===== src/rtl/aasd_counter_pkg.sv =====
// Shared types and helpers for the AASD up/down counter family.
// Latency: n/a (package only). Backpressure: n/a.
// Holds the count-mode enum, the default synchroniser depth and the load clamp.
package aasd_counter_pkg;

    typedef enum logic {
        CNT_WRAP = 1'b0,
        CNT_SAT  = 1'b1
    } cnt_mode_e;

    localparam int DEFAULT_SYNC_STAGES = 2;

    // Operands arrive zero-extended from the caller's width.
    function automatic logic [31:0] clamp_load(input logic [31:0] data,
                                               input logic [31:0] max_val);
        return (data > max_val) ? max_val : data;
    endfunction

endpackage


===== src/rtl/aasd_reset_sync.sv =====
// Asynchronous-assert / synchronous-deassert reset synchroniser.
// Latency: deassertion appears on the SYNC_STAGES-th rising edge; assertion is immediate.
// Backpressure: none.
module aasd_reset_sync #(
    parameter int SYNC_STAGES = 2
) (
    input  logic clock,
    input  logic reset,
    output logic aasd_reset
);

    if (SYNC_STAGES < 2) begin : g_bad_stages
        $error("aasd_reset_sync: SYNC_STAGES must be at least 2");
    end

    logic [SYNC_STAGES-1:0] sync_q;

    always_ff @(posedge clock or negedge reset) begin
        if (!reset) begin
            sync_q <= '0;
        end else begin
            sync_q <= {sync_q[SYNC_STAGES-2:0], 1'b1};
        end
    end

    assign aasd_reset = sync_q[SYNC_STAGES-1];

endmodule


===== src/rtl/aasd_updown_counter.sv =====
// Loadable up/down counter (wrap or saturate) with terminal-count pulse and AASD reset output.
// Latency: one clock from load/enable sampling to count/tc; backpressure: none.
// Optional sticky overflow flag enabled by defining AASD_COUNTER_STICKY_EN.
module aasd_updown_counter
    import aasd_counter_pkg::*;
#(
    parameter int              WIDTH       = 8,
    parameter longint unsigned MAX_VAL     = (64'd1 << WIDTH) - 64'd1,
    parameter int              SYNC_STAGES = DEFAULT_SYNC_STAGES,
    parameter int              SATURATE    = 0
) (
    input  logic             clock,
    input  logic             reset,
    input  logic             load,
    input  logic             enable,
    input  logic             up_down,
    input  logic [WIDTH-1:0] data,
`ifdef AASD_COUNTER_STICKY_EN
    input  logic             sticky_clr,
    output logic             sticky_ovf,
`endif
    output logic [WIDTH-1:0] count,
    output logic             tc,
    output logic             aasd_reset
);

    localparam logic [WIDTH-1:0] MAX_W = MAX_VAL[WIDTH-1:0];
    localparam logic [WIDTH-1:0] ONE   = {{(WIDTH-1){1'b0}}, 1'b1};
    localparam cnt_mode_e        MODE  = (SATURATE != 0) ? CNT_SAT : CNT_WRAP;

    if (WIDTH < 2 || WIDTH > 32) begin : g_bad_width
        $error("aasd_updown_counter: WIDTH must be in 2..32");
    end
    if (MAX_W == '0) begin : g_bad_max
        $error("aasd_updown_counter: MAX_VAL must be non-zero");
    end

    aasd_reset_sync #(
        .SYNC_STAGES (SYNC_STAGES)
    ) u_reset_sync (
        .clock      (clock),
        .reset      (reset),
        .aasd_reset (aasd_reset)
    );

    logic [WIDTH-1:0] count_q, count_d;
    logic [WIDTH-1:0] load_val;
    logic             tc_q, tc_d;
    logic             at_limit;

    always_comb begin
        load_val = WIDTH'(clamp_load(32'(data), 32'(MAX_W)));
        at_limit = up_down ? (count_q == MAX_W) : (count_q == '0);
        count_d  = count_q;
        tc_d     = 1'b0;
        if (load) begin
            count_d = load_val;
        end else if (enable) begin
            tc_d = at_limit;
            if (at_limit) begin
                // Saturate mode leaves count pinned; tc still fires every enabled cycle.
                if (MODE == CNT_WRAP) begin
                    count_d = up_down ? '0 : MAX_W;
                end
            end else begin
                count_d = up_down ? (count_q + ONE) : (count_q - ONE);
            end
        end
    end

    // Counter flops sit on the synchronised reset so release is glitch-free.
    always_ff @(posedge clock or negedge aasd_reset) begin
        if (!aasd_reset) begin
            count_q <= '0;
            tc_q    <= 1'b0;
        end else begin
            count_q <= count_d;
            tc_q    <= tc_d;
        end
    end

    assign count = count_q;
    assign tc    = tc_q;

`ifdef AASD_COUNTER_STICKY_EN
    logic sticky_q, sticky_d;

    always_comb begin
        sticky_d = sticky_clr ? 1'b0 : (sticky_q | tc_d);
    end

    always_ff @(posedge clock or negedge aasd_reset) begin
        if (!aasd_reset) begin
            sticky_q <= 1'b0;
        end else begin
            sticky_q <= sticky_d;
        end
    end

    assign sticky_ovf = sticky_q;
`endif

endmodule


===== config.mk =====
export PLATFORM = sky130hd
export DESIGN_NAME = aasd_updown_counter
export DESIGN_NICKNAME = d
export VERILOG_FILES = /design/src/rtl/aasd_counter_pkg.sv /design/src/rtl/aasd_reset_sync.sv /design/src/rtl/aasd_updown_counter.sv
export SDC_FILE = /design/constraint.sdc
export NUM_CORES = 1
export LEC_CHECK = 0
export CORE_UTILIZATION = 42
export CTS_CLUSTER_SIZE = 8
export DETAILED_ROUTE_END_ITERATION = 7
export GPL_ROUTABILITY_DRIVEN = 0
export PLACE_DENSITY = 0.82
export SYNTH_ARGS = -nofsm -noshare
export SYNTH_HDL_FRONTEND = slang
export SYNTH_SLANG_ARGS = --single-unit

===== constraint.sdc =====
create_clock -name clock -period 0.8 [get_ports clock]
set_clock_uncertainty 0.05 [all_clocks]
set_input_delay 0.12 -clock clock [delete_from_list [all_inputs] [get_ports clock]]
set_output_delay 0.12 -clock clock [all_outputs]
set_load 0.03 [all_outputs]

# Yosys cells after proc, flatten, opt, wreduce, memory -nomap -nowiden
# Index checks and enable logic that the tools add are counted.
# totals
register_bits	11
inputBits	13
output_inout_bits	10
wordCells	16
# op_classes
addsub	2
n_eq_ne	1
n_mux	8
n_reduce_logical	2
# ops
op	n
8-bit two-way mux	5
8-bit by 1-bit adder with 8-bit output (second input constant)	1
8-bit == test (second input constant)	1
8-bit zero test	1
8-bit by 1-bit subtractor with 8-bit output (second input constant)	1
1-bit two-way mux	3
2-bit nonzero test	1

# Logic depth before layout (Yosys ltp)
# Gate-level depths: netlist (run 1).
# logic_depth
depth_word	5
depth_mapped	7
mapped_depth_nobuf	7

# Cells and area by module
# A second synthesis (run 1) with hierarchy kept.
# unflattened
cells_unflattened	98
hier_area_um2	868.3
# by_module_without_submodules
mod	n_inst	cells_per_inst	area_per_inst_um2	seq_area_each_um2
aasd_updown_counter	1	95	814.5	225.2
aasd_reset_sync	1	3	53.8	50.0

# Worst setup path after synthesis (run 1)
# OpenSTA, ideal clock, no wires.
# synth_path
path_kind	register to register
from	register count_q[2], in the netlist count[2]
to	register count_q[5], in the netlist count[5]
t_arrival_ns	1.852
required_time_ns	0.621
slack_ns	-1.232
path_stages_with_launch	6
path_buffers	0
period_less_slack_ns	2.032
cell_sequence	dfrtp_1 or4_4 nor4_4 nand3b_1 a31oi_1 o41a_1
# synth_via
elab_chain_cells	5
elab_cells_between_ends	9
# synth_rtl
item	line	source
from (decl)	aasd_updown_counter.sv:46	logic [WIDTH-1:0] count_q, count_d;
from (signal assigned)	aasd_updown_counter.sv:77	count_q <= count_d;
8-bit by 1-bit subtractor with 8-bit output, or another cell as far along	aasd_updown_counter.sv:66	count_d = up_down ? (count_q + ONE) : (count_q - ONE);
8-bit two-way mux / 1-bit two-way mux (equally long branches)	aasd_updown_counter.sv:66, aasd_updown_counter.sv:53	
8-bit two-way mux (*)	aasd_updown_counter.sv:60	if (at_limit) begin
8-bit two-way mux (*)	aasd_updown_counter.sv:58	end else if (enable) begin
8-bit two-way mux (*)	aasd_updown_counter.sv:56	if (load) begin
# Mark *: on every way between the ends. The rest lies on a longest branch, timed or not. The select of a mux whose other input is x is not followed.
# A chain may end at the register's enable or synchronous reset.

# Worst setup path after layout (run 1)
# layout_path
from	register count_q[1], in the netlist count[1]
to	register count_q[6], in the netlist count[6]
# Same word-level chain as after synthesis.

==> summary.md, run 1 <==
| Metric | Value |
|---|---|
| Outcome | `finished, violations left` |
| Violated checks | `negative setup slack` |
| DP Area | `between 1000 and 1500 µm²` |
| Layout cells sized above 1 | `approximately half` |
| Crit path launch type | `flip-flop` |
| Switching power | `1.077 mW` |
| Crit path DAT | `1.95 ns` |
| Post-Synthesis Cells | `between 90 and 100` |
| Sequential area share after synthesis | `31.88%` |
| Type of destination of the critical path | `flip-flop` |
| Post-route cell area | `1575 µm²` |
| Combinational fraction of design power | `58.3%` |
| First DRT Iteration DRCs | `10` |
| Synthesis Warnings | `0` |
| Most frequent cells in the layout | `buf_4, buf_6, clkdlybuf4s50_1` |
| # clock sinks | `11` |
| CTS max path bufs | `2` |
| Gr usage total | `29.06%` |
| Wire length on met2 | `1.659 mm` |
| WS Path Type | `flip-flop to flip-flop` |
| Period minus WS final | `1.835 ns` |
| Worst path required time | `about 0.91 ns` |
| Final WS setup | `-1.035 ns` |
| Diodes inserted | `0` |
| Drt pass-1 iters | `4` |
| Dominant cells by area after synthesis | `dfrtp_1, ha_1, a221oi_1, nand2b_1, o21ai_0` |
| Vias in the first global route | `948` |
| Final hold vios | `0` |
| Flop and latch count out of synthesis | `11` |
| Final ANT Viol Nets | `0` |
| Pin count of the biggest net entering global routing | `17` |
| Met3 wire len | `152 µm` |
| Clk_lat worst skew | `about 0.28 ns` |
| Reg clk slew, reported paths | `0.08 ns` |
| Setup TNS Final | `-11.54 ns` |
| Synth Cell Area | `~860 µm²` |
| Clk pwr share | `about 15%` |
| Initial antenna violation count | `0` |
| Total of max-cap violations | `0` |
| Commonest non-fill, non-tap cell in the layout | `buf_4` |
| Avg Cell Area, Syn | `9.088 µm²` |
| CTS tree | `yes` |
| Syn Nets | `between 100 and 150` |
| Via density | `5.654` |
| Post-detail-place hpwl | `2.061 mm` |
| Placement Setup Slack | `-1.487 ns` |
| DRC | `0` |
| Cell taking the most area after synthesis | `dfrtp_1` |
| Port buffer count | `22` |
| Final core utilization | `81.12%` |
| Vias post-DR | `1,029` |
| Distinct cells, synth | `38` |
| Starting Density | `44.46%` |
| Area grow syn2layout | `82.46%` |
| Top layer in use | `met4` |
| Sequential Power Share | `26.6%` |
| First-pass GRT wire length | `roughly 4.3 mm` |
| # IOs | `23` |
| Core area | `1942 µm²` |
| VDD IR max | `1.196 mV` |
| Cell Rows | `16` |
| Met1 wire length | `1.098 mm` |
| Leakage power | `0.6863 nW` |
| Die Span X | `between 40 and 50 µm` |
| Post-Route WL | `3.037 mm` |
| H-Tree Level Count | `1` |
| Slew Limit Fails | `0` |
| Post-DR wirelength/cell | `around 17 µm` |
| Layout Nets | `176` |
| TritonCTS buffer count | `3` |
| Internal power | `approximately 1.7 mW` |
| Cell Pwr Density | `1761 nW/µm²` |
| Clk root buf | `clkbuf_4` |
| Die Span Y | `47.34 µm` |
| Min Hold Slack | `0.1632 ns` |
| Die area | `2241 µm²` |
| Type of the most critical hold path | `flip-flop to async pin` |
| Post-synth top area share | `31.88%` |
| RSZ-0062 raised after global routing | `true` |
| Sw Ratio | `38.81%` |
| Fin crit share | `229.4%` |
| GR Overflow Total | `0` |
| Fmax | `544.9 MHz` |
| CP max FO | `5` |
| # setup viols final | `19` |
==> metrics by stage <==
step	power, mW	cells
after floorplan	1.394	95
after global placement	1.951	173
after detailed placement	2.008	173
after CTS	2.639	178
after global routing	2.929	182
final	2.774	182
==> layer usage <==
layer,vias to the layer above,track usage [%]
li1,469,-
met1,494,33.49
met2,49,53.15
met3,17,4.615
met4,0,10.86
met5,-,0
==> power by group through the flow <==
stage                     logic, mW  registers (mW)  clock network [mW]
after floorplan               0.519           0.875                   0
after global placement         1.23           0.719                   0
after detailed placement       1.29           0.723                   0
after CTS                      1.48           0.731               0.431
after global routing           1.72           0.748               0.459
final                          1.62           0.738               0.419
==> Yosys cell counts <==
master    count
ha_1          6
o41a_1        1
nor2_1        3
o221ai_1      1
nand2b_1      5
nor2b_1       3
dfrtp_1      11
nand3b_1      1
a221oi_1      4
buf_4         1
o31ai_1       1
xor2_1        3
buf_2         1
a21o_1        2
a211o_1       1
a31oi_1       2
nand3_1       2
or4_4         1
a21oi_1       4
o21bai_1      2
and3_1        1
and2_2        1
or3_1         2
conb_1        1
a211oi_1      2
o311a_1       1
nor3_1        5
fa_1          1
inv_1         6
nand4_1       1
and2b_2       1
o21ai_0       6
nor4_4        1
xnor2_1       2
nand2_1       6
mux2i_1       1
o211ai_1      1
clkbuf_1      1
==> cell type report <==
class / instances / area, µm²
Clock buffer: 4 / 26.28
Timing Repair Buffer: 59 / 549.3
Sequential cell: 11 / 284.0
Fill cell: 126 / 366.6
Inverter: 6 / 25.02
Tap cell: 27 / 33.78
Multi-Input combinational cell: 75 / 656.9
==> sequential cells by signal, summed over array words and instances (netlist names) <==
name	flops
count	8
tc	1
u_reset_sync.sync_q	2
==> worst paths after layout <==
| kind | from | endpoint | slack (ns) | cells after the start |
|---|---|---|---|---|
| setup / recovery | count[1] | count[6] | -1.04 | 6 |
| hold reg to reg | u_reset_sync.sync_q[1] | count[1] | 0.16 | 1 |
| hold / removal | u_reset_sync.sync_q[1] | count[1] | 0.16 | 1 |
| max in group asynchronous | reset | u_reset_sync.sync_q[1] | 0.06 | 2 |
| setup reg to reg | count[1] | count[6] | -1.04 | 6 |
| min in group clock | u_reset_sync.sync_q[0] | u_reset_sync.sync_q[1] | 0.31 | 0 |
==> worst max-delay path, cell delays in order (launching register included) <==
cell      delay [ns]
dfrtp_2         0.47
fa_2            0.38
a211oi_2        0.27
o21bai_1        0.12
a21oi_2         0.16
xor2_1          0.20
o21ai_1         0.08
==> cell families (layout without fill, tap and decap cells) <==
group | count (synthesis) | after routing | synth area share, %
adder cells (fa/ha/maj) | 7 | 7 | 11.01
multiplexers | 1 | 1 | 1.159
XOR/XNOR | 5 | 5 | 5.073
AO/OA/AOI/OAI | 28 | 28 | 22.75
other | 1 | 1 | 0.4344
flip-flops | 11 | 11 | 31.88
AND/OR/NAND/NOR | 33 | 33 | 23.19
buffers and inverters | 9 | 69 | 4.492
==> what timing repair did <==
action	CTS	global route
pin swaps	4	11
endpoints found under the setup margin	19	19
endpoints found under the hold margin	2	0
buffers inserted	0	6
hold buffers	1	0
resized for setup	32	12
(Power assumes the default switching activity.)
==> run 2: changes to the inputs <==
--- a/config.mk
+++ b/config.mk
@@ -6,9 +6,10 @@
 export NUM_CORES = 1
 export LEC_CHECK = 0
+export CAP_MARGIN = 25
 export CORE_UTILIZATION = 42
 export CTS_CLUSTER_SIZE = 8
 export DETAILED_ROUTE_END_ITERATION = 7
 export GPL_ROUTABILITY_DRIVEN = 0
-export PLACE_DENSITY = 0.82
+export PLACE_DENSITY = 0.73
 export SYNTH_ARGS = -nofsm -noshare
 export SYNTH_HDL_FRONTEND = slang
==> constraint.sdc (replaced) <==
create_clock -name clock -period 0.8 [get_ports clock]
set_clock_uncertainty 0.05 [all_clocks]
set_input_delay 0.08 -clock clock [delete_from_list [all_inputs] [get_ports clock]]
set_output_delay 0.08 -clock clock [all_outputs]
set_load 0.03 [all_outputs]
==> summary.md, run 2 (synthesis results as in run 1) <==
| Metric | Value |
|---|---|
| Crit path launch type | `flip-flop` |
| Violated checks | `negative setup slack` |
| Reg2reg setup slack | `-1.04 ns` |
| Vias post-DR | `around 1,000` |
| Port buffer count | `22` |
| Switching power | `1.048 mW` |
| # clock sinks | `11` |
| Slew Limit Fails | `0` |
| Max FFs per register | `8` |
| Clk_lat worst skew | `0.28 ns` |
| Clk pwr share | `about 15%` |
| WS Path Type | `flip-flop to flip-flop` |
| Layout Cells excl Fill | `183` |
| Commonest non-fill, non-tap cell in the layout | `buf_4` |
| Core area | `about 1900 µm²` |
| Sw Ratio | `about two fifths` |
| Inst Count DP | `170` |
| DP Area | `1309 µm²` |
| Outcome | `finished, violations left` |
| Reg clk slew, reported paths | `0.08 ns` |
| Gr usage total | `26.61%` |
| Pwr Total | `between 2 and 3 mW` |
| CTS max path bufs | `2` |
| Die Span Y | `47.34 µm` |
| Leakage power | `0.6895 nW` |
| RSZ-0062 raised after global routing | `true` |
| Layout cells sized above 1 | `48.08%` |
| Post-Route WL | `3.007 mm` |
| Diodes inserted | `0` |
| Type of destination of the critical path | `flip-flop` |
| Die Span X | `47.34 µm` |
| GR Overflow Total | `0` |
| Critical path cell sequence | `or4_4 -> nor4_4 -> nand3b_1 -> a31oi_1 -> o41a_1` |
| DRC | `0` |
| Area grow syn2layout | `78.99%` |
| Starting Density | `44.46%` |
| Pin count of the biggest net entering global routing | `17` |
| Slowest Stage Delay on Critical Path | `0.53 ns` |
| FF-to-FF Start | `count[2]` |
| Final core utilization | `79.57%` |
| Initial antenna violation count | `0` |
| Vias in the first global route | `907` |
| Most frequent cells in the layout | `buf_4, buf_6, clkdlybuf4s50_1` |
| Combinational fraction of design power | `58.0%` |
| Crit path DAT | `1.95 ns` |
| # IOs | `23` |
| First DRT Iteration DRCs | `27` |
| Fmax | `543.7 MHz` |
| Critical path's slowest cell | `or4_4` |
| Cell Rows | `16` |
| Post-DR wirelength/cell | `16.43 µm` |
| Placement Setup Slack | `-1.415 ns` |
| Type of the most critical hold path | `flip-flop to async pin` |
| Post-route cell area | `1545 µm²` |
| Final ANT Viol Nets | `0` |
| Sequential Power Share | `26.8%` |
| VDD IR max | `approximately 1.1 mV` |
| Final WS setup | `-1.039 ns` |
| CP startpoint | `count[2]` |
| TritonCTS buffer count | `3` |
| CP max FO | `3` |
| CTS tree | `yes` |
| Drt pass-1 iters | `4` |
| Total of max-cap violations | `0` |
| Via density | `approximately 5.4` |
| Period minus WS final | `1.839 ns` |
| Min Hold Slack | `0.2494 ns` |
| Post-detail-place hpwl | `1.879 mm` |
| H-Tree Level Count | `1` |
| First-pass GRT wire length | `4.036 mm` |
| Layout Nets | `about 180` |
| Clk root buf | `clkbuf_4` |
| # setup viols final | `19` |
| Worst path required time | `0.91 ns` |
| Final hold vios | `0` |
| Setup TNS Final | `-10.93 ns` |
| Cell Pwr Density | `1763 nW/µm²` |
| Internal power | `~1.7 mW` |
| Fin crit share | `229.9%` |
| Die area | `2241 µm²` |
run 2: cell types whose count changed in the layout (fill, tap and decap cells not counted), sizes merged:
cell	before	now
buf	46	47
run 2: path summary, 6_finish.rpt:
path / endpoint / depth (start not counted)
max in group asynchronous: u_reset_sync.sync_q[1] / 2
max reg2reg: count[5] / 5
min reg2reg: tc / 2
min in group clock: u_reset_sync.sync_q[1] / 0
min: tc / 2
max: count[5] / 5
run 2: final cells by class:
class / count / area, µm²
tap: 27 / 33.78
multi-input combinational: 75 / 624.3
inverter: 6 / 25.02
timing repair buffer: 60 / 553.0
clock buffer: 4 / 26.28
fill: 119 / 396.6
sequential: 11 / 282.8
run 2: what timing repair did:
item,CTS,global route
endpoints found under the setup margin,19,19
hold buffers,1,0
endpoints found under the hold margin,2,0
buffers inserted,5,5
gates resized for setup,32,8
cloned,0,0
pin swaps,10,4
run 2: critical path, delay by kind of cell (launching register included):
family | cells | cell delay, ns
and+or+nand+nor | 3 | 0.87
AOI/OAI and AO/OA | 2 | 0.38
DFF | 1 | 0.44
run 2: power groups by stage:
stage	clock network, mW	logic (mW)	registers, mW
5_1_grt	0.438	1.68	0.734
4_1_cts	0.418	1.46	0.723
6_report	0.413	1.58	0.730
3_3_place_gp	0	1.21	0.722
3_5_place_dp	0	1.23	0.726
2_1_floorplan	0	0.519	0.875
run 2: routing by layer:
| layer | wire [µm] | vias to the layer above | global-route usage, % |
|---|---|---|---|
| li1 | - | 474 | - |
| met1 | 1338 | 479 | 32.95 |
| met2 | 1544 | 29 | 45.75 |
| met3 | 83 | 4 | 1.538 |
| met4 | 40 | 0 | 14.29 |
| met5 | 0 | - | 0 |
==> run 3: changes to the inputs <==
Settings changed: ABC_AREA set to 1.
==> summary.md, run 3 <==
| Metric | Value |
|---|---|
| Slew Limit Fails | `0` |
| Inst Count DP | `approximately 190` |
| Crit path launch type | `flip-flop` |
| Syn Nets | `144` |
| Layout Cells excl Fill | `roughly 200` |
| Vias in the first global route | `928` |
| Distinct cells, synth | `21` |
| Final hold vios | `0` |
| VDD IR max | `1.712 mV` |
| Compound-gate portion of the synthesized area | `8.480%` |
| GR Overflow Total | `0` |
| Fin crit share | `197.5%` |
| First-pass GRT wire length | `4.105 mm` |
| Fmax | `632.9 MHz` |
| Layout cells sized above 1 | `about half` |
| Cell Rows | `15` |
| # setup viols final | `19` |
| Dominant cells by area after synthesis | `dfrtp_1, nand2_1, nor2_1, ha_1, nand3_1` |
| Clk_lat worst skew | `0.28 ns` |
| Leakage power | `0.7293 nW` |
| Critical path's slowest cell | `dfrtp_2` |
| Final WS setup | `-0.7801 ns` |
| Area grow syn2layout | `86.11%` |
| Post-synth top area share | `32.16%` |
| Type of the most critical hold path | `flip-flop to async pin` |
| Switching power | `1.466 mW` |
| Initial antenna violation count | `0` |
| # clock sinks | `11` |
| Cell taking the most area after synthesis | `dfrtp_1` |
| CP max FO | `4` |
| Internal power | `1.936 mW` |
| Post-detail-place hpwl | `1.846 mm` |
| First DRT Iteration DRCs | `36` |
| Total of max-cap violations | `0` |
| Xor/xnor cell area share of the yosys netlist | `2.047%` |
| Gr usage total | `27.15%` |
| Die area | `approximately 2200 µm²` |
| Clk pwr share | `12.0%` |
| Synth cell count leaders | `nand2_1, nor2_1, dfrtp_1` |
| Crit path DAT | `around 1.7 ns` |
| Slowest Stage Delay on Critical Path | `~0.44 ns` |
| Pin count of the biggest net entering global routing | `10` |
| Clk root buf | `clkbuf_4` |
| Type of destination of the critical path | `flip-flop` |
| Top FF cell, synth | `dfrtp_1` |
| Reg clk slew, reported paths | `0.08 ns` |
| CTS max path bufs | `2` |
| Largest family of logic cells by synthesized area | `simple AND/OR/NAND/NOR gates` |
| # IOs | `23` |
| Die Span Y | `47.14 µm` |
| Post-synthesis adder-cell area fraction | `11.11%` |
| Final ANT Viol Nets | `0` |
| Sequential Power Share | `between 20 and 25%` |
| Post-synth EDFFs | `0` |
| Sw Ratio | `between 40% and 50%` |
| Setup TNS Final | `-9.554 ns` |
| Synthesis Warnings | `0` |
| Violated checks | `negative setup slack` |
| H-Tree Level Count | `1` |
| Post-Synthesis Cells | `124` |
| Avg Cell Area, Syn | `6.902 µm²` |
| Fraction of registers with async set/reset | `100.0%` |
| Most frequent cells in the layout | `nand2_1, buf_6, buf_4` |
| Layout Nets | `197` |
| DRC | `0` |
| Post-DR wirelength/cell | `around 15 µm` |
| Flop and latch count out of synthesis | `11` |
| Core area | `approximately 1800 µm²` |
| Multiplexer area fraction after synthesis | `0%` |
| Period minus WS final | `around 1.6 ns` |
| Max FFs per register | `8` |
| Outcome | `finished, violations left` |
| Worst path required time | `0.92 ns` |
| DP Area | `~1300 µm²` |
| Post-route cell area | `1593 µm²` |
| RSZ-0062 raised after global routing | `true` |
| Cell Pwr Density | `around 2100 nW/µm²` |
| Diodes inserted | `0` |
| Vias post-DR | `1,026` |
| Sequential area share after synthesis | `between 30% and 40%` |
| Die Span X | `47.14 µm` |
| CTS tree | `yes` |
| Combinational fraction of design power | `about 65%` |
| Most numerous cell in the Yosys netlist | `nand2_1` |
| Drt pass-1 iters | `4` |
| Post-Route WL | `2.968 mm` |
| Starting Density | `47.01%` |
| Critical path cell sequence | `buf_4 -> buf_6 -> nor2_4 -> nand3_4 -> o21ai_4 -> inv_2 -> a21oi_1 -> nor2_1` |
| WS Path Type | `flip-flop to flip-flop` |
| Via density | `5.104` |
| TritonCTS buffer count | `3` |
| Commonest non-fill, non-tap cell in the layout | `nand2_1` |
| Port buffer count | `22` |
| Synth Cell Area | `about 860 µm²` |
| Simple-Gate Fraction of Synth Area | `40.06%` |
run 3: cell count changes in the layout (fill, tap and decap cells not counted), sizes merged, moves of 7 or more:
cell / previous run / this run
buf: 47 / 35
nand3: 2 / 10
inv: 6 / 13
nor2: 3 / 25
nand2: 6 / 38
run 3: what timing repair did:
| item | 4_1_cts | 5_1_grt |
|---|---|---|
| resized for setup | 36 | 18 |
| pin swaps | 17 | 10 |
| buffers inserted | 3 | 2 |
| endpoints found under the setup margin | 19 | 19 |
| endpoints found under the hold margin | 2 | 0 |
| hold buffers | 1 | 0 |
run 3: worst paths after layout:
check,start,to,cells past startpoint,slack [ns]
worst max-delay path,count[1],count[4],8,-0.78
worst min-delay path,u_reset_sync.sync_q[1],tc,1,0.15
worst max register to register,count[1],count[4],8,-0.78
worst min register to register,u_reset_sync.sync_q[1],tc,1,0.15
max in group asynchronous,reset,u_reset_sync.sync_q[1],2,0.12
min in group clock,u_reset_sync.sync_q[0],u_reset_sync.sync_q[1],0,0.31
run 3: cell type report:
type / count / area [µm²]
Multi-Input combinational cell: 100 / 725.7
Timing Repair Buffer: 48 / 475.5
Sequential cell: 11 / 285.3
Fill cell: 88 / 227.7
Inverter: 13 / 48.80
Tap cell: 25 / 31.28
Clock buffer: 4 / 26.28
run 3: metal layers:
layer	vias to the layer above	part of all wire, %	track usage (%)
met3	8	7.2	3.846
met1	468	43	39.19
met2	46	48	41.94
met5	-	0	0
met4	0	1.9	8.571
li1	504	-	-
run 3: kinds of logic after synthesis:
| logic type | Yosys count |
|---|---|
| AND/OR/NAND/NOR | 78 |
| AO/OA/AOI/OAI | 12 |
| adder cells (fa/ha/maj) | 7 |
| flip-flops | 11 |
| buffers and inverters | 13 |
| other | 1 |
| XOR/XNOR | 2 |
run 3: power by group through the flow:
stage                     Clock [mW]  Sequential (mW)  Combinational, mW
final                          0.409            0.776               2.22
after detailed placement           0            0.772               1.70
after floorplan                    0            0.990              0.796
after CTS                      0.397            0.773               1.99
after global placement             0            0.769               1.68
after global routing           0.428            0.783               2.37
run 3: through the flow:
step	hold WS [ns]	utilization [%]	worst slack, ns	power [mW]
CTS	0.1619	82.96	-0.7408	3.159
global placement	0.1303	73.61	-1.091	2.446
detailed placement	0.1397	73.61	-1.180	2.473
finish	0.1534	87.49	-0.7801	3.401
global route	0.1832	87.49	-0.8258	3.578
floorplan	-0.2656	-	-0.7082	1.786
run 3: critical path, delay by kind of cell (launching register included):
kind                   cells  cell delay, ns
AO/OA/AOI/OAI              2            0.35
flip-flops                 1            0.44
buffers and inverters      3            0.35
AND/OR/NAND/NOR            3            0.29
